File: config.mk
export PLATFORM = sky130hd
export DESIGN_NAME = axi_chan_buf
export DESIGN_NICKNAME = d
export VERILOG_FILES = /design/src/rtl/axi_chan_buf.sv
export SDC_FILE = /design/constraint.sdc
export NUM_CORES = 1
export LEC_CHECK = 0
export ABC_AREA = 1
export ABC_CLOCK_PERIOD_IN_PS = 8500
export CAP_MARGIN = 40
export CORE_MARGIN = 2
export CORE_UTILIZATION = 54
export CTS_BUF_LIST = sky130_fd_sc_hd__clkbuf_8
export DETAILED_ROUTE_END_ITERATION = 8
export HOLD_SLACK_MARGIN = 0.15
export PLACE_DENSITY = 0.89
export SLEW_MARGIN = 20
export SYNTH_ARGS = -nofsm -noshare
export SYNTH_HDL_FRONTEND = slang
export SYNTH_SLANG_ARGS = --single-unit
File: constraint.sdc
create_clock -name i_aclk -period 8.5 [get_ports i_aclk]
set_clock_uncertainty 0.2 [all_clocks]
set_input_delay 2.125 -clock i_aclk [delete_from_list [all_inputs] [get_ports i_aclk]]
set_output_delay 2.125 -clock i_aclk [all_outputs]
set_load 0.03 [all_outputs]
File: src/rtl/axi_chan_buf.sv
// Parametrised single-channel AXI skid/burst buffer with complete-burst tracking.
// Define AXI_CHAN_BUF_PKT_MODE_EN to forward only whole bursts (packet mode).
module axi_chan_buf #(
   parameter int unsigned PWIDTH   = 64,
   parameter int unsigned DEPTH    = 2,
   parameter int unsigned HAS_LAST = 1,
   parameter int unsigned LAST_IDX = 0
) (
   input  logic                       i_aclk,
   input  logic                       i_rst,
   input  logic                       i_valid,
   output logic                       o_ready,
   input  logic [PWIDTH-1:0]          i_payload,
   output logic                       o_valid,
   input  logic                       i_ready,
   output logic [PWIDTH-1:0]          o_payload,
   output logic [$clog2(DEPTH+1)-1:0] o_count,
   output logic [$clog2(DEPTH+1)-1:0] o_bursts
);

   localparam int unsigned CW = $clog2(DEPTH + 1);
   localparam int unsigned AW = (DEPTH > 1) ? $clog2(DEPTH) : 1;

   logic [PWIDTH-1:0] mem [DEPTH];
   logic [AW-1:0]     wr_ptr, rd_ptr;
   logic [CW-1:0]     count, bursts;
   logic              push, pop, in_last, out_last;

   function automatic logic [AW-1:0] next_ptr(input logic [AW-1:0] p);
      return (p == AW'(DEPTH - 1)) ? '0 : p + 1'b1;
   endfunction

   if (HAS_LAST != 0) begin : g_last
      assign in_last  = i_payload[LAST_IDX];
      assign out_last = o_payload[LAST_IDX];
   end else begin : g_nolast
      assign in_last  = 1'b1;
      assign out_last = 1'b1;
   end

   // Ready depends only on registered occupancy, so a pop never frees a slot in the same cycle.
   assign o_ready = !i_rst && (count != CW'(DEPTH));

`ifdef AXI_CHAN_BUF_PKT_MODE_EN
   // The full term lets a burst longer than DEPTH drain as cut-through instead of deadlocking.
   assign o_valid = (bursts != '0) || (count == CW'(DEPTH));
`else
   assign o_valid = (count != '0);
`endif

   assign push      = i_valid && o_ready;
   assign pop       = o_valid && i_ready && !i_rst;
   assign o_payload = mem[rd_ptr];
   assign o_count   = count;
   assign o_bursts  = bursts;

   always_ff @(posedge i_aclk) begin
      if (push) begin
         mem[wr_ptr] <= i_payload;
      end
   end

   always_ff @(posedge i_aclk) begin
      if (i_rst) begin
         wr_ptr <= '0;
         rd_ptr <= '0;
         count  <= '0;
         bursts <= '0;
      end else begin
         if (push) begin
            wr_ptr <= next_ptr(wr_ptr);
         end
         if (pop) begin
            rd_ptr <= next_ptr(rd_ptr);
         end
         count  <= count + CW'(push) - CW'(pop);
         bursts <= bursts + CW'(push && in_last) - CW'(pop && out_last);
      end
   end

endmodule

* Word level (Yosys, flattened, before mapping)
Memories as Yosys holds them, arrays and structs flattened. A register that Yosys moved wholly into a read port is not among the register bits.
Cells that the tools add are included.
** Word-level totals
- Register bits :: 6
- Bits in latches :: 0
- RAM bits :: 128
- ROM bits :: 0
- Bits of input ports :: 68
- Output and inout bits :: 70
- Word-level logic and storage cells :: 26
- Memories :: 1
** Cells by class
- Add/sub/neg operators :: 6
- Multipliers :: 0
- Div/mod/pow operators :: 0
- Order comparisons :: 0
- Equality and inequality tests :: 1
- Shift operators :: 0
- Mux-type cells :: 6
- Bitwise operators :: 0
- Reductions and logical operators :: 8
** Memories
- mem :: depth 2, width 64, rd ports 1, clocked after memory_dff 1, write ports 1, RTL line 24 : logic [PWIDTH-1:0] mem [DEPTH];
** Operators by type and width (count)
- 1-bit logical AND :: 6
- 1-bit two-way mux :: 6
- 2-bit by 1-bit adder with 2-bit output :: 2
- 2-bit by 1-bit subtractor with 2-bit output :: 2
- 1-bit adder, second input constant :: 2
- 2-bit != test, second input constant :: 1
- 2-bit nonzero test :: 1
- 1-bit logical NOT :: 1

* Depth between registers and ports, before layout
- Depth after elaboration :: 6
- Depth in mapped cells :: 12
- Depth with buffers taken out :: 11

* Least setup slack after synthesis
OpenSTA, ideal clock, no wires.
- Path kind :: in2reg
- From :: input port i_rst
- To :: memory mem[0][0], enable pin
- Arrival time :: 5074 ps
- Data required time :: 7813 ps
- Slack :: 2740 ps
- Stages :: 3
- Path buffers :: 0
- Cells stage by stage :: inv_1 -> nand3_1 -> nor2_1
** On the way
- Word-level cells in the longest chain between the ends :: 5
** Ends and longest elaborated chain
- start, declared :: RTL line 10 : input logic i_rst,
- 1-bit logical NOT :: RTL line 42 : assign o_ready = !i_rst && (count != CW'(DEPTH));
- 1-bit logical AND :: RTL line 42
- 1-bit logical AND :: RTL line 51 : assign push = i_valid && o_ready;
- 1-bit two-way mux :: RTL line 58 : if (push) begin
- 1-bit two-way mux (implied by the code) :: RTL line 59 : mem[wr_ptr] <= i_payload;
- end, declared :: RTL line 24
Every way passes these cells.

* Worst setup path in the final report
- From :: input port i_rst
- To :: output port o_ready
** On the way
- Word-level cells in the longest chain between the ends :: 2
** Ends and longest elaborated chain
- 1-bit logical NOT :: RTL line 42
- 1-bit logical AND :: RTL line 42
- end, declared :: RTL line 12 : output logic o_ready,
Every way passes these cells.

==> results.txt <==
Outcome -> complete, no violations
Gr usage total -> 0.186
Crit Path Max Fanout -> 7
XOR/XNOR share of the synthesized area -> 0.00338
Final setup vio count -> 0
Crit path max-delay family -> buffers and inverters
Crit. End Element -> output port
Antenna-violating nets left -> 0
Leak -> 0.00254 µW
Slowest cell delay on critical path -> 0.72 ns
Clock slew at reported path FFs -> 0.07 ns
Die X -> 102 µm
Compound-Gate Fraction of Synth Area -> 0.00290
WS Path Type -> input port to output port
Tmin final -> 5.97 ns
Max VDD drop -> 0.189 mV
Seq/Total Area, Yosys -> 0.769
Grt total ovfl -> 0
Met3 Wirelength -> 722 µm
First-pass GRT wire length -> 14000 µm
Simple logic cell fraction of the synthesized area -> 0.0232
Dpl hpwl -> 6310 µm
Period Utilization, post-route -> 0.702
Synthesized net count -> 325
Adder-cell share of the synthesized area -> 0.00725
Placed Area -> 6710 µm²
Sequential Area -> 3990 µm²
Worst min path class -> flip-flop to flip-flop
Final hold violations -> 0
Antenna Cells -> 0
Placer congestion estimate -> 0.837
Multi-input logic area -> 1090 µm²
Post-CTS sizing -> 0
CTS root buf -> clkbuf_8
Worst slew pin tran -> 0.714 ns
CP Launch Type -> input port
#FFs+latches synth -> 135
Unrepaired setup endpoints after global routing -> no
Synth top area share -> 0.742
Critical Path RT -> 6.18 ns
# rows -> 35
Distinct cells, synth -> 18
Fillers -> 536
WL met2 -> 4790 µm
Crit path arrival time -> 3.65 ns
Postcts setup bufs -> 0
Clk_lat worst skew -> 0.43 ns
Die height -> 102 µm
Max transition margin -> 0.523
Mean post-synth cell area -> 20.4 µm²
WL/cell -> 17.0 µm
Via count of the first global-routing pass -> 2827
Final nets -> 478
DRT Pass-1 Iters -> 4
Mapped Area -> 5180 µm²
IO Pins -> 138
DRC -> 0
Initial antenna violation count -> 0
Slew Limit Fails -> 0
Multiplexer area fraction after synthesis -> 0.172
Final Cell Area -> 7100 µm²
1st-iter DRT viols -> 134
Synth top area cells -> edfxtp_1 (74%), mux2_4 (14%), mux2_2 (3.3%), dfxtp_1 (2.7%), buf_6 (1.3%)
Clock Path Buffers -> 2
Avg Vias per Cell -> 5.00
Largest family of logic cells by synthesized area -> multiplexers
Most frequent CP cell -> clkdlybuf4s50_1
Synth Warn # -> 0
Area growth syn-to-layout -> 37.1%
WP buf/inv -> 2
Port Buffer Count -> 137
Core footprint -> 9280 µm²
Max-cap violations -> 0
Critical path cell sequence -> clkdlybuf4s50_1 -> a21oi_1 -> clkdlybuf4s50_1
Largest net degree at the start of global routing -> 36
CP max stage cell -> clkdlybuf4s50_1
PwrDens -> 253 nW/µm²
Die area -> 10400 µm²
Area leader, netlist -> edfxtp_1
Post-CTS Hold Buffers -> 0
Top routing layer in use -> met4
Met1 WL -> 3730 µm
CTS H-tree lvls -> 4
Layout cells sized above 1 -> 0.238
TritonCTS clock tree -> built
CTS Buf Count -> 17
CTS sink count -> 135
Peak Freq -> 0.167 GHz
Setup TNS Final -> 0 ns
Final WL -> 9360 µm
Mapped Cells -> 254
Initial core utilization -> 0.558
Routed vias -> 2744
==> per-layer routing <==
layer  vias up  track usage
met5         -            0
met4         0       0.0810
met3        13       0.0711
met2       125        0.310
met1      1332        0.217
li1       1274            -
==> cells in the mapped netlist <==
cell      number
buf_6          6
edfxtp_1     128
nand2_1       12
buf_2          1
o21ai_1        1
nand4_1        1
xnor2_1        1
ha_1           3
dfxtp_1        7
inv_1         11
xor2_1         1
o21ai_0        1
mux2_4        48
a21oi_1        1
nand3_1        3
nor2_1        13
mux2_2        15
nor3_1         1
==> placed cells by master, fill, tap and decap left out, types with 2 or more instances in the layout <==
cell	instances
edfxtp_1	128
inv_6	3
clkinv_2	2
inv_1	11
dfxtp_1	6
mux2_4	48
clkbuf_8	17
ha_1	3
nor2_1	12
clkinv_4	3
clkdlybuf4s50_1	137
buf_4	2
mux2_2	15
nand3_1	3
nand2_1	12
clkinvlp_4	3
bufinv_16	2
==> cell families (layout without fill, tap and decap cells) <==
family | count (synthesis) | in the layout
adder cells (fa/ha/maj) | 3 | 3
AO/OA/AOI/OAI | 3 | 3
multiplexers | 63 | 63
AND/OR/NAND/NOR | 30 | 30
buffers and inverters | 18 | 184
flip-flops | 135 | 135
XOR/XNOR | 2 | 2
==> per-stage QoR <==
step | std cells | hold slack [ns] | util | setup WS (ns) | total power [µW]
floorplan | 254 | 0.267 | - | 2.74 | 1130
global placement | 515 | 0.280 | 0.718 | 2.65 | 1290
detailed placement | 517 | 0.300 | 0.723 | 2.59 | 1310
CTS | 549 | 0.316 | 0.765 | 2.57 | 1810
global route | 549 | 0.349 | 0.765 | 2.49 | 1870
finish | 549 | 0.322 | 0.765 | 2.53 | 1800
==> layout make-up <==
type | count | share of cell area
Clock buffer | 17 | 0.0330
Clock inverter | 15 | 0.0215
Inverter | 11 | 0.00582
Multi-Input combinational cell | 101 | 0.153
Sequential cell | 135 | 0.562
Tap cell | 129 | 0.0227
Timing Repair Buffer | 141 | 0.202
==> tightest hold or removal path: stages (launching register included) <==
cell,delay [ns]
dfxtp_1,0.34
nor2_1,0.06
nor2_1,0.08
==> where the power goes <==
| group | leakage [µW] | internal (µW) | switching [µW] |
|---|---|---|---|
| combinational | 0.00111 | 239 | 244 |
| sequential | 0.00123 | 778 | 33.6 |
| clock | 0.000192 | 261 | 243 |
| total | 0.00254 | 1280 | 520 |
==> path summary, 6_finish.rpt <==
check	depth (start not counted)	startpoint	end	slack (ns)
worst max-delay path	3	i_rst	o_ready	2.53
worst min-delay path	2	rd_ptr	flip-flop	0.32
worst max register to register	11	flip-flop	o_bursts[1]	5.97
worst min register to register	2	rd_ptr	flip-flop	0.32
==> state kept, by name, summed over array words and instances (netlist names), named ones only <==
register / count
mem: 128
wr_ptr: 1
rd_ptr: 1
o_bursts: 2
o_count: 2
(Power assumes the default switching activity.)
